==> src/rtl/dac_sample_sink.sv <==
// dac_sample_sink: consumer end of the synth sample handshake.
// Requests one sample per PWM period (P = 2^CNT_W cycles), REQ_LEAD cycles before the wrap.
// Each accepted sample becomes the PWM duty for the following period.
// An underrun is flagged when a period ends with no new sample.
// Optional build macro SINK_UNDERRUN_CNT_EN adds a saturating 16-bit underrun counter.
module dac_sample_sink #(
  parameter int unsigned SAMPLE_W = 14,
  parameter int unsigned CNT_W    = 10,
  parameter int unsigned REQ_LEAD = 16
) (
  input  logic                clk,
  input  logic                rst,
  input  logic                en,
  input  logic [SAMPLE_W-1:0] sample,
  input  logic                sample_valid,
  output logic                sample_ready,
  output logic                pwm_out,
  output logic                period_start,
  output logic                underrun,
  input  logic                underrun_clr,
  output logic [15:0]         underrun_cnt
);

  typedef enum logic [1:0] {StIdle, StWait, StHave} state_e;

  localparam int unsigned     Period = 2 ** CNT_W;
  localparam logic [CNT_W-1:0] CntMax = '1;
  localparam logic [CNT_W-1:0] ReqPt  = CNT_W'(Period - REQ_LEAD);

  state_e           state_q, state_d;
  logic [CNT_W-1:0] cnt_q;
  logic [CNT_W-1:0] duty_q, duty_d;
  // Only the top CNT_W bits of a sample ever reach the PWM, so only those are held.
  logic [CNT_W-1:0] pending_q, pending_d;
  logic             underrun_q, underrun_d;
  logic             pwm_q;
  logic             period_start_q;
  logic             wrap;
  logic             underrun_event;
  logic             unused_sample;

  assign wrap           = en && (cnt_q == CntMax);
  assign sample_ready   = en && (state_q == StIdle) && (cnt_q == ReqPt);
  assign underrun_event = (state_q == StWait) && wrap && !sample_valid;
  // Low sample bits are truncated away by design.
  assign unused_sample  = ^{sample, 1'b0};

  // Next-state logic: request/capture handshake and duty hand-over at the period wrap.
  always_comb begin
    state_d   = state_q;
    duty_d    = duty_q;
    pending_d = pending_q;
    unique case (state_q)
      StIdle: begin
        if (sample_ready) state_d = StWait;
      end
      StWait: begin
        if (wrap) begin
          // A sample landing on the wrap cycle goes straight to the duty register.
          if (sample_valid) duty_d = sample[SAMPLE_W-1 -: CNT_W];
          state_d = StIdle;
        end else if (sample_valid) begin
          pending_d = sample[SAMPLE_W-1 -: CNT_W];
          state_d   = StHave;
        end
      end
      StHave: begin
        if (wrap) begin
          duty_d  = pending_q;
          state_d = StIdle;
        end
      end
      default: state_d = StIdle;
    endcase
    if (!en) state_d = StIdle;
  end

  // Sticky underrun flag; a new event beats a simultaneous clear.
  always_comb begin
    underrun_d = underrun_q;
    if (underrun_clr) underrun_d = 1'b0;
    if (underrun_event) underrun_d = 1'b1;
  end

  // State, period counter, duty and registered outputs.
  always_ff @(posedge clk) begin
    if (rst) begin
      state_q        <= StIdle;
      cnt_q          <= '0;
      duty_q         <= '0;
      pending_q      <= '0;
      underrun_q     <= 1'b0;
      pwm_q          <= 1'b0;
      period_start_q <= 1'b0;
    end else begin
      state_q        <= state_d;
      cnt_q          <= en ? cnt_q + 1'b1 : '0;
      duty_q         <= duty_d;
      pending_q      <= pending_d;
      underrun_q     <= underrun_d;
      pwm_q          <= en && (cnt_q < duty_q);
      period_start_q <= wrap;
    end
  end

  assign pwm_out      = pwm_q;
  assign period_start = period_start_q;
  assign underrun     = underrun_q;

`ifdef SINK_UNDERRUN_CNT_EN
  logic [15:0] ucnt_q, ucnt_d;

  // Saturating underrun count; clear with a coincident event leaves exactly one.
  always_comb begin
    ucnt_d = ucnt_q;
    if (underrun_clr) begin
      ucnt_d = underrun_event ? 16'd1 : 16'd0;
    end else if (underrun_event && (ucnt_q != 16'hFFFF)) begin
      ucnt_d = ucnt_q + 16'd1;
    end
  end

  // Underrun count register.
  always_ff @(posedge clk) begin
    if (rst) ucnt_q <= '0;
    else     ucnt_q <= ucnt_d;
  end

  assign underrun_cnt = ucnt_q;
`else
  assign underrun_cnt = '0;
`endif

endmodule

==> config.mk <==
export PLATFORM = sky130hd
export DESIGN_NAME = dac_sample_sink
export DESIGN_NICKNAME = d
export VERILOG_FILES = /design/src/rtl/dac_sample_sink.sv
export SDC_FILE = /design/constraint.sdc
export NUM_CORES = 1
export LEC_CHECK = 0
export CORE_ASPECT_RATIO = 0.6
export CORE_MARGIN = 2
export CORE_UTILIZATION = 25
export DETAILED_ROUTE_END_ITERATION = 12
export PLACE_DENSITY = 0.51
export SLEW_MARGIN = 20
export SYNTH_ARGS = -nofsm -noshare
export SYNTH_HDL_FRONTEND = slang
export SYNTH_SLANG_ARGS = --single-unit
export TNS_END_PERCENT = 5
==> constraint.sdc <==
create_clock -name clk -period 3.94 [get_ports clk]
set_input_delay 0.788 -clock clk [delete_from_list [all_inputs] [get_ports clk]]
set_output_delay 0.788 -clock clk [all_outputs]
set_load 0.05 [all_outputs]
==> results.sh <==
export IMPL_cts_resized=0
export IMPL_required_ns=3.15
export IMPL_first_pass_iters=4
export IMPL_drive_gt1_share_pct=9.72
export IMPL_die_h_um=70.7
export IMPL_synth_async_reset_ratio_pct=0
export IMPL_critPathMaxStageDelay_ns=0.83
export IMPL_p_comb_share_pct=8.2
export IMPL_critPathArrivalTime_ns=2.57
export IMPL_power_switching_mw=0.191
export IMPL_synth_area_leader_cell="dfxtp_1"
export IMPL_p_int_mw=0.606
export IMPL_globalRouteOverflowTotal=0
export IMPL_min_period_ns=3.36
export IMPL_placed_cells=299
export IMPL_power_leakage_nw=0.945
export IMPL_dp_hpwl_mm=2.68
export IMPL_clockPowerShare_pct=47.0
export IMPL_cts_tree="built"
export IMPL_place_gp_congestion=0.754
export IMPL_multi_input_area_um2=1000
export IMPL_ant_nets=0
export IMPL_stdcell_count=307
export IMPL_grt_max_degree=24
export IMPL_cts_max_level=2
export IMPL_grt_total_usage_pct=9.41
export IMPL_synthDistinctLibCells=36
export IMPL_hold_buffers=0
export IMPL_crit_buf_inv=2
export IMPL_path_class="register to primary output"
export IMPL_cts_setup_buffers=0
export IMPL_drc=0
export IMPL_vias=1318
export IMPL_numCtsBuffers=5
export IMPL_slowest_stage="clkdlybuf4s50_1"
export IMPL_end_kind="primary output"
export IMPL_synth_top_area_share_pct=37.8
export IMPL_routed_via_density=4.29
export IMPL_switching_share_pct=23.9
export IMPL_fmax_mhz=298
export IMPL_finalNetCount=245
export IMPL_clock_skew_ns=0.00316
export IMPL_path_delay_family="simple AND/OR/NAND/NOR gates"
export IMPL_setup_viol=0
export IMPL_power_frac_seq_pct=44.7
export IMPL_setup_tns_ns=0
export IMPL_rows=24
export IMPL_yosysWarnings=0
export IMPL_rsz0062_at_grt="no"
export IMPL_tightest_slew_ns=0.716
export IMPL_drt_iter0_markers=48
export IMPL_fp_dieW_um=115
export IMPL_ir_drop_mv=0.229
export IMPL_clk_pin_slew_ns=0.05
export IMPL_stdcell_area_um2=2210
export IMPL_num_io_pins=39
export IMPL_fin_crit_sh_pct=85.2
export IMPL_wl_mm=3.58
export IMPL_status="completed"
export IMPL_ys_ff_latch=35
export IMPL_diodes=0
export IMPL_path_cells="inv_1 > ha_1 > or4b_1 > or3_1 > nor3_2 > clkdlybuf4s50_1"
export IMPL_area_delta_synth_final_pct=19.2
export IMPL_synth_main_ff_cell="dfxtp_1"
export IMPL_core_um2=7210
export IMPL_critical_path_max_fanout=6
export IMPL_slew_headroom_pct=52.3
export IMPL_hold_viol=0
export IMPL_hold_path_class="register to register"
export IMPL_synth_area_um2=1850
export IMPL_drv_slew=0
export IMPL_syn_avg_cell_area_um2=9.45
export IMPL_placedInstanceArea_um2=2070
export IMPL_cts_root_buffer="clkbuf_16"
export IMPL_cts_sinks=35
export IMPL_clk_path_buf_depth=2
export IMPL_postSynthCellCount=196
export IMPL_die_area_um2=8130
export IMPL_grt_pass1_vias=1202
export IMPL_regArea_um2=701
export IMPL_final_common_cell="dfxtp_1"
export IMPL_clkLatencyLatePin_ns=0.27
export IMPL_initial_utilization_pct=25.7
export IMPL_grt_pass1_wl_mm=5.93
export IMPL_cp_start_kind="register"
export IMPL_io_buffers=18
export IMPL_yosysSeqAreaShare_pct=37.8
export IMPL_pwr_density_cell_nw_per_um2=361
export IMPL_cap_violations=0
export IMPL_synth_edf_count=0
export IMPL_synth_area_top_cells="dfxtp_1 (38%), mux2i_1 (11%), buf_4 (7.7%)"
export IMPL_wl_per_cell_um=11.7
export IMPL_antenna_found_initial=0
export IMPL_final_cell_mix="dfxtp_1 (35), nor2_1 (21), mux2i_1 (20)"
export IMPL_n_fill_cell=779
==> through the flow <==
step	hold slack [ns]	util (%)	setup slack [ns]	total power, mW
2_1_floorplan	0.445	-	1.28	0.422
3_3_place_gp	0.472	28.7	0.665	0.430
3_5_place_dp	0.480	28.7	0.665	0.430
4_1_cts	0.493	30.6	0.565	0.809
5_1_grt	0.527	30.6	0.439	0.831
6_report	0.490	30.6	0.582	0.797
==> worst paths after layout <==
kind              start      endpoint  slack (ns)  depth (start not counted)
min            cnt_q[0]      cnt_q[0]        0.49                          1
min reg2reg    cnt_q[0]      cnt_q[0]        0.49                          1
max reg2reg  state_q[0]     duty_q[2]        1.71                          4
max            cnt_q[0]  sample_ready        0.58                          6
==> cell families after synthesis <==
group                      Yosys count  share of synthesized area (%)
and+or+nand+nor                     50                           15.2
AOI/OAI and AO/OA                   35                           13.8
DFF                                 35                           37.8
other                                1                          0.203
buffers and inverters               37                           11.4
muxes                               20                           10.8
adders and majority gates           11                           7.43
xor gates and xnor gates             7                           3.31
==> cell type report <==
type | count | share of cell area, %
timing repair buffer | 21 | 9.18
sequential | 35 | 31.7
clock inverter | 1 | 0.227
multi-input combinational | 139 | 45.5
tap | 91 | 5.16
clock buffer | 7 | 6.01
inverter | 13 | 2.21
==> state kept, by name, indices dropped and copies added, names as in the netlist <==
| name | flops |
|---|---|
| period_start | 1 |
| pwm_out | 1 |
| duty_q | 10 |
| underrun | 1 |
| state_q | 2 |
| pending_q | 10 |
| cnt_q | 10 |
==> cells in the mapped netlist (2+ instances only) <==
cell      count
inv_1        13
dfxtp_1      35
xor2_1        4
mux2i_1      20
xnor2_1       3
a21oi_1      16
nor2b_1       3
ha_1         11
nand2b_1      4
o21ai_0       3
clkbuf_1      4
nor2_1       21
nand2_1       5
a211oi_1      3
buf_4        19
nor3b_1       4
nand3_1       2
or3_1         2
a211oi_2      7
==> power groups by stage <==
stage	Combinational, mW	Clock, mW	Sequential (mW)
final	0.0657	0.375	0.357
after detailed placement	0.0657	0	0.364
after floorplan	0.0578	0	0.364
after global placement	0.0658	0	0.364
after global routing	0.0701	0.404	0.357
after CTS	0.0659	0.386	0.356
==> per-layer routing <==
layer | up-vias | GRT usage [%] | wire, µm
met5 | - | 0 | 0
met4 | 0 | 2.01 | 19
met3 | 5 | 3.68 | 196
met2 | 30 | 11.5 | 1280
met1 | 604 | 15.0 | 2080
li1 | 679 | - | -
Power figures use the tool's default switching activity.
